[src/rtl/sync_pkg.sv]
// Shared helpers for the filtered multi-channel synchroniser: width arithmetic
// and the elaboration-time parameter legality check.
package sync_pkg;

    function automatic int clog2(input int value);
        int r;
        r = 32'sd0;
        while ((32'sd1 << r) < value) begin
            r = r + 32'sd1;
        end
        return r;
    endfunction

    function automatic bit params_ok(input int sync_stage, input int filter_len);
        return (sync_stage >= 32'sd2) && (filter_len >= 32'sd1);
    endfunction

endpackage

[src/rtl/sync_filter_channel.sv]
// One synchroniser channel: sync chain, stability filter, edge pulses.
// Sticky event flag is present only when SYNC_STICKY_EN is defined.
module sync_filter_channel
    import sync_pkg::*;
#(
    parameter int   SYNC_STAGE = 2,
    parameter int   FILTER_LEN = 4,
    parameter logic RESET_VAL  = 1'b0
) (
    input  logic clock_dst,
    input  logic reset_dst,
    input  logic src,
    output logic dst,
    output logic rise,
`ifdef SYNC_STICKY_EN
    input  logic sticky_clr,
    output logic sticky,
`endif
    output logic fall
);

    localparam int CNT_W = clog2(FILTER_LEN) + 1;

    if (!params_ok(SYNC_STAGE, FILTER_LEN)) begin : g_bad_params
        $error("sync_filter_channel: SYNC_STAGE must be >= 2 and FILTER_LEN >= 1");
    end

    logic [SYNC_STAGE-1:0] chain_q, chain_d;
    logic [CNT_W-1:0]      cnt_q, cnt_d;
    logic                  dst_q, dst_d;
    logic                  rise_q, rise_d;
    logic                  fall_q, fall_d;
    logic                  s_s;

    assign s_s = chain_q[SYNC_STAGE-1];

    // Plain shift chain; nothing may sit between the stages.
    always_comb begin
        chain_d = {chain_q[SYNC_STAGE-2:0], src};
    end

    // Stability filter: accept s only after it has differed from dst for FILTER_LEN evaluations.
    always_comb begin
        cnt_d  = '0;
        dst_d  = dst_q;
        rise_d = 1'b0;
        fall_d = 1'b0;
        if (s_s == dst_q) begin
            cnt_d = '0;
        end else if (cnt_q == CNT_W'(FILTER_LEN - 1)) begin
            cnt_d  = '0;
            dst_d  = s_s;
            rise_d = s_s;
            fall_d = ~s_s;
        end else begin
            cnt_d = cnt_q + CNT_W'(1);
        end
    end

    // State registers; reset overrides any in-flight filter count.
    always_ff @(posedge clock_dst) begin
        if (reset_dst) begin
            chain_q <= {SYNC_STAGE{RESET_VAL}};
            cnt_q   <= '0;
            dst_q   <= RESET_VAL;
            rise_q  <= 1'b0;
            fall_q  <= 1'b0;
        end else begin
            chain_q <= chain_d;
            cnt_q   <= cnt_d;
            dst_q   <= dst_d;
            rise_q  <= rise_d;
            fall_q  <= fall_d;
        end
    end

    assign dst  = dst_q;
    assign rise = rise_q;
    assign fall = fall_q;

`ifdef SYNC_STICKY_EN
    logic sticky_q, sticky_d;

    // Event-seen flag; a new event beats a clear in the same cycle.
    always_comb begin
        sticky_d = sticky_q;
        if (rise_q || fall_q) begin
            sticky_d = 1'b1;
        end else if (sticky_clr) begin
            sticky_d = 1'b0;
        end else begin
            sticky_d = sticky_q;
        end
    end

    // Sticky flag register.
    always_ff @(posedge clock_dst) begin
        if (reset_dst) begin
            sticky_q <= 1'b0;
        end else begin
            sticky_q <= sticky_d;
        end
    end

    assign sticky = sticky_q;
`endif

endmodule

[src/rtl/sync_filter_multi.sv]
// Multi-channel filtered synchroniser into clock_dst; independent channels.
// Define SYNC_STICKY_EN to add per-channel sticky event flags and clears.
module sync_filter_multi
    import sync_pkg::*;
#(
    parameter int                  CHANNELS   = 4,
    parameter int                  SYNC_STAGE = 2,
    parameter int                  FILTER_LEN = 4,
    parameter logic [CHANNELS-1:0] RESET_VAL  = {CHANNELS{1'b0}}
) (
    input  logic                clock_dst,
    input  logic                reset_dst,
    input  logic [CHANNELS-1:0] src,
    output logic [CHANNELS-1:0] dst,
    output logic [CHANNELS-1:0] rise,
`ifdef SYNC_STICKY_EN
    input  logic [CHANNELS-1:0] sticky_clr,
    output logic [CHANNELS-1:0] sticky,
`endif
    output logic [CHANNELS-1:0] fall
);

    if (CHANNELS < 1) begin : g_bad_channels
        $error("sync_filter_multi: CHANNELS must be >= 1");
    end

    for (genvar g = 0; g < CHANNELS; g++) begin : g_ch
        sync_filter_channel #(
            .SYNC_STAGE (SYNC_STAGE),
            .FILTER_LEN (FILTER_LEN),
            .RESET_VAL  (RESET_VAL[g])
        ) u_ch (
            .clock_dst  (clock_dst),
            .reset_dst  (reset_dst),
            .src        (src[g]),
            .dst        (dst[g]),
            .rise       (rise[g]),
`ifdef SYNC_STICKY_EN
            .sticky_clr (sticky_clr[g]),
            .sticky     (sticky[g]),
`endif
            .fall       (fall[g])
        );
    end

endmodule

[config.mk]
export PLATFORM = sky130hd
export DESIGN_NAME = sync_filter_multi
export DESIGN_NICKNAME = d
export VERILOG_FILES = /design/src/rtl/sync_pkg.sv /design/src/rtl/sync_filter_channel.sv /design/src/rtl/sync_filter_multi.sv
export SDC_FILE = /design/constraint.sdc
export NUM_CORES = 1
export LEC_CHECK = 0
export CAP_MARGIN = 15
export CORE_MARGIN = 2
export CORE_UTILIZATION = 25
export DETAILED_ROUTE_END_ITERATION = 7
export HOLD_SLACK_MARGIN = 0.15
export PLACE_DENSITY = 0.52
export SLEW_MARGIN = 0
export SYNTH_ARGS = -nofsm -noshare
export SYNTH_HDL_FRONTEND = slang
export SYNTH_HIERARCHICAL = 1
export SYNTH_SLANG_ARGS = --single-unit
[constraint.sdc]
create_clock -name clock_dst -period 1.4 [get_ports clock_dst]
set_input_delay 0.28 -clock clock_dst [delete_from_list [all_inputs] [get_ports clock_dst]]
set_output_delay 0.28 -clock clock_dst [all_outputs]
set_load 0.005 [all_outputs]
After elaboration in Yosys (flattened, before gate mapping):

Index checks and enable logic that the tools add are counted.

* register bits after elaboration: 32
* logic and storage cells: 56

* add/sub/neg operators: 4
* equality and inequality tests: 8
* bitwise logic cells: 12
* reductions and logical operators: 12

Operators with widths (number)
* OR reduction 3 bit: 8
* adder 3 x 1 -> 3 bit, second input constant: 4
* equality test 3 x 2 -> 1 bit, second input constant: 4
* NOT 1 bit: 12
* AND reduction 2 bit: 4
* equality test 1 bit: 4

Logic depth before layout (Yosys ltp):

* depth in word-level cells: 3
* mapped depth: 4
* depth with buffers taken out: 4

By module:

Netlist, hierarchy kept.

Modules (own cells, without submodules)
* sync_filter_channel: instances 4, cells an instance 21, area an instance 276.5 um2, sequential area each 160.2 um2

Worst setup path after synthesis:

Ideal clock, no wire load.

* path kind: register to register
* from: register g_ch[0].u_ch.cnt_q[0]
* to: register g_ch[0].u_ch.fall_q
* library setup time: 0.117 ns
* arrival time: 0.938 ns
* data required time: 1.283 ns
* setup slack: 0.345 ns
* stages on the path, launching flop included: 4
* cell sequence: dfxtp_1 > ha_1 > ha_1 > and4bb_2

* longest elaborated chain between the ends: 3

Ends and longest elaborated chain
* start: declaration: line sync_filter_channel.sv:29 `logic [CNT_W-1:0] cnt_q, cnt_d;`
* start signal: assignment: line sync_filter_channel.sv:70 `cnt_q <= cnt_d;`
* equality test 3 x 2 -> 1 bit: line sync_filter_channel.sv:50 `end else if (cnt_q == CNT_W'(FILTER_LEN - 1)) begin`
* NOT 1 bit (no line)
* OR reduction 3 bit (no line)
* end signal: assignment: line sync_filter_channel.sv:73 `fall_q <= fall_d;`
* end: declaration: line sync_filter_channel.sv:32 `logic fall_q, fall_d;`

No other way between the ends.
A chain may end at the register's enable or synchronous reset.

Worst setup path in the final report:

* from: register g_ch[1].u_ch.fall_q
* to: output fall[1]

RTL lines
* start: declaration: line sync_filter_channel.sv:32
* start signal: assignment: line sync_filter_channel.sv:73
* end: declaration: line sync_filter_multi.sv:20 `output logic [CHANNELS-1:0] fall`

No word-level cell between the ends.

==> impl_metrics.csv <==
group,metric,value,unit
placed_design,post-place-ws,0.04022,ns
timing,skew,0.001673,ns
clock_network,cts_buffer_depth,2,
critical_path,cp-start-kind,"flip-flop",
final_layout,syn2layout_area_growth,35.75,%
timing,fin_crit_sh,96.43,%
outcome,outcome,"finished clean",
floorplanning,initial_utilization,25.76,%
floorplanning,core,4294,sq um
critical_path,crit_type,"flip-flop to primary output",
placed_design,dp_hpwl,1181,um
clock_network,cts_tree,"done",
clock_network,clock-sinks,32,
timing,setup_viol,0,
timing,rsz0062_at_grt,"false",
synthesis,ys_ff_latch,32,
drt,via_count,705,
global_route,grt_pass1_vias,735,
global_route,antenna_found_initial,0,
critical_path,critical-path-top-delay-family,"buffers and inverters",
timing,min_period,1.350,ns
pwr,irDropWorstVdd,0.0005131,V
final_layout,multi_input_area,450.4,sq um
timing,hold_viol,0,
drt,firstDrtPassIters,3,
timing,setup_tns,0,ns
clock_network,cts_root_buffer,"clkbuf_8",
clock_network,clkTransAtPathRegs,0.06,ns
final_layout,post-route-util,34.97,%
global_route,grt_usage,9.015,%
final_layout,antenna_cells,0,
synthesis,synth_area_per_cell,13.17,sq um
hold_path,hp-class,"flip-flop to flip-flop",
synthesis,ys_warn_count,6,
global_route,overflow,0,
clock_network,cts-buffers-inserted,5,
pwr,power_leakage,0.6964,nW
clock_network,clk_latency,0.28,ns
critical_path,max_stage_delay,0.49,ns
critical_path,cp_slowest_cell,"clkdlybuf4s50_1",
synthesis,syn-cell-area,1106,sq um
floorplanning,num_io_pins,18,
timing,finalWorstSetupSlack,0.04992,ns
critical_path,cp.required,1.12,ns
floorplanning,fp.dieW,70.52,um
drt,routed_wl,1790,um
synthesis,yosysSeqAreaShare,57.92,%
drt,ant_nets,0,
critical_path,crit_buf_inv,1,
floorplanning,die_h,70.52,um
final_layout,final_layout_size_suffix_gt1_share,23.01,%
pwr,powerDensity,1129,nW/um^2
floorplanning,rows,24,
clock_network,htree_levels,2,
critical_path,path_max_fanout,1,
critical_path,arrival,1.07,ns
drt,vias_per_cell,4.273,
critical_path,worst_setup_path_end_kind,"primary output",
synthesis,synth.net_count,98,
global_route,grt_pass1_wl,3339,um
placed_design,place_congestion,0.6874,
floorplanning,fp.dieArea,4972,sq um
placed_design,portBuffers,17,
critical_path,path_cells,"clkdlybuf4s50_1",
final_layout,final_net_count,126,
timing,worst_pin_slew,0.3325,ns
final_layout,n_fill_cell,433,
final_layout,regArea,650.6,sq um
synthesis,synthCells,84,
timing,slew_violations,0,
global_route,grt_max_degree,33,
drt,wl_per_cell,10.85,um
synthesis,synth_cell_types,10,
drt,drtIter0Drc,23,
timing,max_freq,0.7407,GHz
drt,drcViolationCount,0,
flow_run,max-cap-violations,0,
timing,max_slew_margin,77.67,%
## cells in the final DEF, fill, tap and decap left out, drive strengths merged
master         instances
dfxtp                 32
and4bb                 8
nor4                   8
nor2b                  8
ha                     8
dlymetal6s2s           8
clkbuf                 8
clkdlybuf4s50          7
inv                    4
mux2i                  4
nor2                   4
xnor2                  4
nor4b                  4
buf                    4
dlygate4sd2            2
## cell type report
cell class	instances	share of cell area (%)
clock buffers	8	6.000
inverters	4	1.000
multi-input cells	48	30.00
flip-flops and latches	32	43.33
well taps	52	4.333
repair buffers	21	15.33
## repair_timing
action	in CTS	in global routing
setup endpoints to repair	4	8
buffers inserted	3	0
hold buffers	0	0
resized for setup	8	8
cloned	0	0
## metrics by stage
stage / hold slack, ns / power, mW / cell area (sq um) / cells
after floorplan: 0.3516 / 0.9721 / 1106 / 84
after global placement: 0.4143 / 1.008 / 1361 / 154
after detailed placement: 0.4223 / 1.010 / 1361 / 154
after CTS: 0.4312 / 1.730 / 1481 / 165
after global routing: 0.4588 / 1.772 / 1501 / 165
final: 0.4275 / 1.696 / 1501 / 165
## sequential cells by signal, indices dropped and copies added (netlist names)
signal	flops
g_ch.u_ch/cnt_q	12
g_ch.u_ch/chain_q	8
g_ch.u_ch/dst	4
g_ch.u_ch/fall	4
g_ch.u_ch/rise	4
## report_power, final
part	internal (mW)	switching, mW	leakage (nW)
registers	0.921	0.00776	0.262
logic	0.0332	0.0229	0.389
clock network	0.400	0.311	0.0455
## synth_stat cells
| library cell | number | area, sq um |
|---|---|---|
| mux2i_1 | 4 | 40.04 |
| inv_1 | 4 | 15.01 |
| nor2b_1 | 8 | 50.05 |
| dfxtp_1 | 32 | 640.6 |
| nor2_1 | 4 | 15.01 |
| nor4b_2 | 4 | 60.06 |
| nor4_1 | 8 | 50.05 |
| xnor2_1 | 4 | 35.03 |
| and4bb_2 | 8 | 100.1 |
| ha_1 | 8 | 100.1 |
## logic make-up after synthesis
kind of cell	share of synthesized area, %
and+or+nand+nor	24.89
adders and majority gates	9.050
muxes	3.620
xor gates and xnor gates	3.167
DFF	57.92
buffers and inverters	1.357
## routing by layer
layer,wire [um],track usage [%],up-vias
met5,0,0,-
li1,-,-,356
met2,733,12.26,25
met4,71,7.692,0
met1,851,10.84,318
met3,134,3.752,6
## final timing paths
check                           depth (start not counted)                          endpoint  slack, ns                        startpoint
worst min register to register                          1  g_ch[1].u_ch/cnt_q[0]$_SDFF_PP0_       0.43  g_ch[1].u_ch/cnt_q[0]$_SDFF_PP0_
worst min-delay path                                    1  g_ch[1].u_ch/cnt_q[0]$_SDFF_PP0_       0.43  g_ch[1].u_ch/cnt_q[0]$_SDFF_PP0_
worst max register to register                          3  g_ch[1].u_ch/cnt_q[0]$_SDFF_PP0_       0.23  g_ch[1].u_ch/cnt_q[0]$_SDFF_PP0_
worst max-delay path                                    1                           fall[1]       0.05      g_ch[1].u_ch/fall$_SDFF_PP0_
(Power assumes the default switching activity.)
